File: src/rtl/ex_mem_pkg.sv
// rtl/ex_mem_pkg.sv - shared control-bit layout, skid state type and payload sizing for the EX/MEM pipe
package ex_mem_pkg;

    localparam int CTRL_EN_MEM  = 0;
    localparam int CTRL_EN_REG  = 1;
    localparam int CTRL_EN_JUMP = 2;
    localparam int CTRL_MEM_RD  = 3;
    localparam int CTRL_MEM_WR  = 4;
    localparam int CTRL_OP1_V   = 5;
    localparam int CTRL_OP2_V   = 6;
    localparam int CTRL_OP1_INT = 7;
    localparam int CTRL_OP2_INT = 8;
    localparam int CTRL_WR_INT  = 9;
    localparam int CTRL_WR_V    = 10;

    typedef enum logic [1:0] {
        EMPTY = 2'd0,
        ONE   = 2'd1,
        FULL  = 2'd2
    } skid_state_t;

    // Payload is packed {ctrl, flags, valu, ialu}, ialu in the low bits.
    function automatic int payload_width(input int regi_size, input int elem_size,
                                         input int vect_size, input int flag_bits,
                                         input int ctrl_bits);
        return ctrl_bits + flag_bits + elem_size * vect_size + regi_size;
    endfunction

endpackage

File: src/rtl/pipe_payload_reg.sv
// rtl/pipe_payload_reg.sv - width-parametrised load-enable register with synchronous clear
module pipe_payload_reg #(
    parameter int WIDTH = 8
) (
    input  logic             clk_i,
    input  logic             clr_i,
    input  logic             load_i,
    input  logic [WIDTH-1:0] d_i,
    output logic [WIDTH-1:0] q_o
);

    logic [WIDTH-1:0] data_d;
    logic [WIDTH-1:0] data_q;

    always_comb begin
        data_d = data_q;
        if (load_i) begin
            data_d = d_i;
        end
    end

    always_ff @(posedge clk_i) begin
        if (clr_i) begin
            data_q <= '0;
        end else begin
            data_q <= data_d;
        end
    end

    assign q_o = data_q;

endmodule

File: src/rtl/ex_mem_skid_pipe.sv
// rtl/ex_mem_skid_pipe.sv - EX/MEM pipeline register with two-entry skid buffer, flush and bubble gating
import ex_mem_pkg::*;

module ex_mem_skid_pipe #(
    parameter int REGI_SIZE = 16,
    parameter int ELEM_SIZE = 8,
    parameter int VECT_SIZE = 8,
    parameter int FLAG_BITS = 2,
    parameter int CTRL_BITS = 11
) (
    input  logic                           clk_i,
    input  logic                           rst_i,
    input  logic                           in_valid_i,
    output logic                           in_ready_o,
    input  logic [REGI_SIZE-1:0]           ialu_res_i,
    input  logic [ELEM_SIZE*VECT_SIZE-1:0] valu_res_i,
    input  logic [FLAG_BITS-1:0]           alu_flags_i,
    input  logic [CTRL_BITS-1:0]           ctrl_i,
    input  logic                           flush_i,
    output logic                           out_valid_o,
    input  logic                           out_ready_i,
    output logic [REGI_SIZE-1:0]           ialu_res_o,
    output logic [ELEM_SIZE*VECT_SIZE-1:0] valu_res_o,
    output logic [FLAG_BITS-1:0]           alu_flags_o,
    output logic [CTRL_BITS-1:0]           ctrl_o,
    output logic [1:0]                     occupancy_o
);

    localparam int PAY_W = payload_width(REGI_SIZE, ELEM_SIZE, VECT_SIZE, FLAG_BITS, CTRL_BITS);

    skid_state_t      state_d;
    skid_state_t      state_q;
    logic             push;
    logic             pop;
    logic             main_load;
    logic             skid_load;
    logic [PAY_W-1:0] in_pay;
    logic [PAY_W-1:0] main_in;
    logic [PAY_W-1:0] main_pay;
    logic [PAY_W-1:0] skid_pay;
    logic [CTRL_BITS-1:0] main_ctrl;

    // Both handshake outputs come straight from the state flop, so
    // out_ready_i never reaches in_ready_o combinationally.
    assign in_ready_o  = (state_q != FULL);
    assign out_valid_o = (state_q != EMPTY);
    assign push        = in_valid_i & in_ready_o;
    assign pop         = out_valid_o & out_ready_i;
    assign in_pay      = {ctrl_i, alu_flags_i, valu_res_i, ialu_res_i};

    always_comb begin
        state_d   = state_q;
        main_load = 1'b0;
        skid_load = 1'b0;
        main_in   = in_pay;
        case (state_q)
            EMPTY: begin
                if (push) begin
                    state_d   = ONE;
                    main_load = 1'b1;
                end
            end
            ONE: begin
                if (push && pop) begin
                    main_load = 1'b1;
                end else if (push) begin
                    state_d   = FULL;
                    skid_load = 1'b1;
                end else if (pop) begin
                    state_d = EMPTY;
                end
            end
            FULL: begin
                if (pop) begin
                    state_d   = ONE;
                    main_load = 1'b1;
                    main_in   = skid_pay;
                end
            end
            default: state_d = EMPTY;
        endcase
        // Squash leaves the main payload untouched so the data outputs keep
        // showing the last presented beat while the pipe is empty.
        if (flush_i) begin
            state_d   = EMPTY;
            main_load = 1'b0;
            skid_load = 1'b0;
        end
    end

    always_ff @(posedge clk_i) begin
        if (rst_i) begin
            state_q <= EMPTY;
        end else begin
            state_q <= state_d;
        end
    end

    pipe_payload_reg #(
        .WIDTH (PAY_W)
    ) u_main_reg (
        .clk_i  (clk_i),
        .clr_i  (rst_i),
        .load_i (main_load),
        .d_i    (main_in),
        .q_o    (main_pay)
    );

    pipe_payload_reg #(
        .WIDTH (PAY_W)
    ) u_skid_reg (
        .clk_i  (clk_i),
        .clr_i  (rst_i),
        .load_i (skid_load),
        .d_i    (in_pay),
        .q_o    (skid_pay)
    );

    assign {main_ctrl, alu_flags_o, valu_res_o, ialu_res_o} = main_pay;
    assign ctrl_o = main_ctrl & {CTRL_BITS{out_valid_o}};

    always_comb begin
        occupancy_o = 2'd0;
        case (state_q)
            EMPTY:   occupancy_o = 2'd0;
            ONE:     occupancy_o = 2'd1;
            FULL:    occupancy_o = 2'd2;
            default: occupancy_o = 2'd0;
        endcase
    end

endmodule

File: config.mk
export PLATFORM = sky130hd
export DESIGN_NAME = ex_mem_skid_pipe
export DESIGN_NICKNAME = d
export VERILOG_FILES = /design/src/rtl/ex_mem_pkg.sv /design/src/rtl/pipe_payload_reg.sv /design/src/rtl/ex_mem_skid_pipe.sv
export SDC_FILE = /design/constraint.sdc
export NUM_CORES = 1
export LEC_CHECK = 0
export ABC_AREA = 1
export CELL_PAD_IN_SITES_DETAIL_PLACEMENT = 2
export CELL_PAD_IN_SITES_GLOBAL_PLACEMENT = 2
export CORE_ASPECT_RATIO = 1.2
export CORE_MARGIN = 3
export CORE_UTILIZATION = 27
export CTS_CLUSTER_SIZE = 40
export DETAILED_ROUTE_END_ITERATION = 8
export GPL_TIMING_DRIVEN = 0
export HOLD_SLACK_MARGIN = 0.12
export PLACE_DENSITY_LB_ADDON = 0.15
export SYNTH_ARGS = -nofsm -noshare
export SYNTH_HDL_FRONTEND = slang
export SYNTH_SLANG_ARGS = --single-unit
File: constraint.sdc
create_clock -name clk_i -period 1.75 [get_ports clk_i]
set_input_delay 0.175 -clock clk_i [delete_from_list [all_inputs] [get_ports clk_i]]
set_output_delay 0.175 -clock clk_i [all_outputs]
set_load 0.05 [all_outputs]
# Word level (Yosys, flattened, before mapping)

Index checks and enable logic that the tools add are counted.

Equal/unequal tests: 7
Reduce and logical (&&, ||, !) cells: 5
Bitwise operators: 3
Multiplexer cells: 17

Operator list:

| kind               | number |
|---|---|
| $mux 93            | 2 |
| $and 11x11->11     | 1 |
| $mux 2             | 5 |
| $ne 2x2->1 const B | 4 |
| $mux 1             | 7 |
| $pmux 2 s3         | 1 |
| $pmux 2 s2         | 1 |
| $reduce_and 4->1   | 1 |
| $ne 3x3->1 const B | 1 |
| $pmux 1 s3         | 1 |
| $and 1x1->1        | 2 |
| $eq 2x1->1 const B | 1 |
| $eq 2x2->1 const B | 1 |
| $logic_not 2->1    | 1 |
| $reduce_bool 2->1  | 1 |
| $reduce_or 2->1    | 1 |
| $logic_and 1x1->1  | 1 |

Output and inout port bits: 97
Input bits: 98
Register bits: 188

# Depth between registers and ports, before layout

Depth after elaboration: 6
Gate-level depth with buffers: 10
Mapped depth without buffers: 8

# Hierarchy

Synthesis repeated with hierarchy kept, for this count alone.

Cell total of the unflattened synthesis: 1,543
Area total of the unflattened synthesis: 9,328.9 sq um

By module, submodules not included:

| module           | times used | area each (sq um) | cells an instance |
|---|---|---|---|
| pipe_payload_reg | 2          | 3,857.4           | 590 |
| ex_mem_skid_pipe | 1          | 1,614.0           | 363 |

# Least setup slack after synthesis

Ideal clock, no wire load.

Kind: register to register
Start: register state_q[0]
End: register state_q[0]
Setup slack: 206 ps
Buffers on the path: 0
Arrival time: 1,488 ps
Clock period less this slack: 1,544 ps
Stages on the path, launching flop included: 6
Required time: 1,693 ps
Cell sequence: dfxtp_1 -> inv_1 -> nor2_1 -> and3_1 -> o21ai_0 -> inv_1

Word-level cells in the longest chain between the ends: 5
Elaborated cells between the ends (all ways): 16

RTL lines:

| element                                                | RTL line                                       | source |
|---|---|---|
| start: declaration                                     | ex_mem_skid_pipe.sv:32                         | `skid_state_t state_q;` |
| start signal: assignment                               | ex_mem_skid_pipe.sv:95                         | `state_q <= state_d;` |
| $ne 2x2->1 / $reduce_bool 2->1 (equally long branches) | ex_mem_skid_pipe.sv:45, ex_mem_skid_pipe.sv:46 |  |
| $and 1x1->1, on equally long branches                  | ex_mem_skid_pipe.sv:47, ex_mem_skid_pipe.sv:48 |  |
| $mux 2 / $logic_and 1x1->1 (equally long branches)     | ex_mem_skid_pipe.sv:66, ex_mem_skid_pipe.sv:64 |  |
| $mux 2 / $ne 2x2->1 (equally long branches)            | -                                              |  |
| $pmux 2 s3 / $reduce_and 4->1 (equally long branches)  | -                                              |  |

Several ways; a longest one is shown, not always the timed one. The select of a mux whose other input is x is not followed.
A chain may end at the register's enable or synchronous reset.

# Final worst setup path

Start: register state_q[1]
End: output port ctrl_o[2]

Word-level cells in the longest chain between the ends: 2

RTL lines:

| element           | RTL line                | source |
|---|---|---|
| $reduce_bool 2->1 | ex_mem_skid_pipe.sv:46  | `assign out_valid_o = (state_q != EMPTY);` |
| $and 11x11->11    | ex_mem_skid_pipe.sv:120 | `assign ctrl_o = main_ctrl & {CTRL_BITS{out_valid_o}};` |
| end: declaration  | ex_mem_skid_pipe.sv:25  | `output logic [CTRL_BITS-1:0] ctrl_o,` |

Every way passes these cells.

==> run metrics <==
setup total negative slack=0 ns; Core Box Area=0.03171 mm²; top sig layer=met5; Mapped Avg Cell Area=roughly 6.7 µm²; slowest stage delay, CP=between 0.4 and 0.5 ns; origin of the critical flop-to-flop path=state_q[0]$_SDFFE_PP0P_; wl on met1=between 10000 and 15000 µm; register area share after synthesis=a little over two fifths; global route overflow=0; Seq cells post-synth=between 150 and 200; Critical Path AT=between 1 and 1.5 ns; crit path launch type=register; share of the synthesized area in the top cell type=between 40% and 50%; Setup crit end kind=output port; die area=between 0.03 and 0.04 mm²; post-synth top area cell=dfxtp_1; Final setup viols=0; hold path cells=3; Mapped Nets=roughly 1400; Period minus WS final=1.656 ns; Pleak=around 5.7 nW; Placement Cell Area=around 0.011 mm²; initial DRC count=about 320; path type of the worst min-delay path=in2reg; Yosys cell types=14; fin util=between 30% and 40%; Worst-Margin Slew=0.6186 ns; Fill cells=3829; Max-slew headroom=between 50 and 60%; Pre-Repair DR Iteration Count=4; critical path fanouts, max=10; Remaining DRCs=0; IO Port Bufs=194; placer congestion estimate=0.7483; Synth Warn #=0; Post-Route WL=30190 µm; Total Routing Usage GR=between 10% and 20%; Met2 Wirelength=15680 µm; worst r2r path cells=8; Syn Inst Count=roughly 1300; Bufs on Longest Clock Path=2; cell area after synthesis=0.008772 mm²; layout cell share with drive strength beyond 1=12.70%; Skew-Pair Late Insertion Delay=roughly 0.44 ns; post-DP HPWL=roughly 22000 µm; via count=roughly 8600; Setup Buffers After CTS=0; Die W=170.5 µm; critical-path cell list=nor2_4, clkbuf_4, nor2_1, buf_2; Largest delay share family, worst path=buffers and inverters; clk_skew=between 0.01 and 0.015 ns; Final Max Slew Viols=0; Worst Slack Setup Final=around 0.094 ns; initial antenna violation count=1; slowest CP cell=dfxtp_2; vias in the first global route=between 9000 and 10000; Ports=195; FMAX=603.9 MHz; outcome=completed; max cap viols=0; antenna-violating nets left=0; n_diodes=0; Die Ht=between 200 and 250 µm; largest net degree at the start of global routing=18; WHS Endpoint=state_q[1]$_SDFFE_PP0P_; Starting Density=between 20% and 30%; P per Cell Area=880.2 mW/mm²; first-pass GRT wire length=a little under 50000 µm; maximum VDD drop=0.0004605 V; ranking of synthesized cells by area=dfxtp_1 43%, nand2_1 12%, o21ai_0 11%, nor2_1 8.6%, inv_1 8.3%; clock root cell=clkbuf_16; hold_sp=in_valid_i; post-DR wirelength/cell=about 16 µm; most frequent cells in the layout=284 x nand2_1, 199 x nor2_1, 194 x inv_1, 186 x dfxtp_1, 185 x o21ai_0; CTS Hold Bufs=0; routed vias/inst=roughly 4.4; routed wl met3=around 930 µm; clock-pin slew on the worst setup and hold paths=~0.07 ns; Final #Nets=1628; CTS tree=built; commonest non-fill, non-tap cell in the layout=nand2_1; R2R Path End=u_main_reg.q_o[7]$_SDFFE_PP0P_; WP data required=roughly 1.6 ns; H-Tree Level Count=4; Hold Vio Cnt, Final=0; Layout Area Growth over Synthesis=33.45%; dpl ws=-0.7491 ns; worst setup path class=reg2out; Final Cycle Share=~95%; clock sink total=about 190; cell area after layout=between 0.01 and 0.015 mm²; R2R setup slack=0.14 ns; row cnt=a little over 70; Worst Path Buf+Inv=2; cts bufs inserted=17
## cells by family (layout without fill, tap and decap cells)
group,Yosys count,count (layout),synth area share [%]
DFF,188,188,42.90
AOI/OAI and AO/OA,281,281,16.03
and+or+nand+nor,491,491,21.15
buffers and inverters,357,583,19.91
## synth_stat cells, drive strengths merged
| cell type | n |
|---|---|
| dfxtp | 188 |
| nand3 | 2 |
| a21oi | 94 |
| o21ai | 187 |
| buf | 125 |
| clkbuf | 38 |
| nor2 | 202 |
| nand2 | 286 |
| inv | 194 |
| and3 | 1 |
## per-layer routing
layer  GRT usage [%]  vias to the layer above
li1                -                     4337
met1           21.63                     4146
met2           32.59                      128
met3           3.005                       14
met4           3.304                        2
met5               0                        -
## worst min-delay path, delay by kind of cell
family          cells  cell delay [ns]
compound gates      1             0.05
buf+inv             1             0.46
simple gates        1             0.09
## sequential cells by signal, indices dropped and copies added, names as in the netlist
register and cells:
u_skid_reg.q_o 93, u_main_reg.q_o 93, state_q 2
## metrics by stage
| step | hold slack [ns] | power, W | instances |
|---|---|---|---|
| 3_5_place_dp | 0.4423 | 0.006675 | 1912 |
| 5_1_grt | 0.4084 | 0.01087 | 1944 |
| 2_1_floorplan | 0.3148 | 0.005892 | 1317 |
| 4_1_cts | 0.3765 | 0.01050 | 1944 |
| 6_report | 0.3923 | 0.01030 | 1944 |
| 3_3_place_gp | 0.4352 | 0.006627 | 1912 |
## repair_timing
action / CTS / global route
setup endpoints to repair: 236 / 123
gates resized for setup: 173 / 29
pin swaps: 0 / 0
hold endpoints to repair: 0 / 0
## power breakdown
| part | switching, W | total, W | internal (W) | leakage [nW] |
|---|---|---|---|---|
| sequential | 0.0000841 | 0.00454 | 0.00446 | 1.54 |
| clock | 0.00185 | 0.00384 | 0.00199 | 0.271 |
| combinational | 0.00119 | 0.00192 | 0.000733 | 3.88 |
## how the worst max path moves through the flow
stage                                 start                               to  slack [ns]  depth (start not counted)
CTS                 state_q[1]$_SDFFE_PP0P_                        ctrl_o[1]       -0.08                          4
floorplan           state_q[0]$_SDFFE_PP0P_          state_q[0]$_SDFFE_PP0P_        0.21                          5
finish              state_q[1]$_SDFFE_PP0P_                        ctrl_o[2]        0.09                          4
detailed placement                    rst_i  u_skid_reg.q_o[74]$_SDFFE_PP0P_       -0.75                          6
global route        state_q[0]$_SDFFE_PP0P_  u_main_reg.q_o[57]$_SDFFE_PP0P_      -0.002                          7
global placement                      rst_i  u_main_reg.q_o[80]$_SDFFE_PP0P_       -0.68                          6
## cell type report
cell class / instances / area, µm² / area share [%]
Timing Repair Buffer: 194 / 1783 / 15.23
Multi-Input combinational cell: 772 / 3294 / 28.14
Clock inverter: 15 / 133.9 / 1.144
Inverter: 194 / 728.2 / 6.221
Tap cell: 401 / 501.7 / 4.286
Clock buffer: 17 / 425.4 / 3.634
Buffer: 163 / 1074 / 9.171
Sequential cell: 188 / 3766 / 32.17
Note: power is estimated with default switching activity, not from simulation.
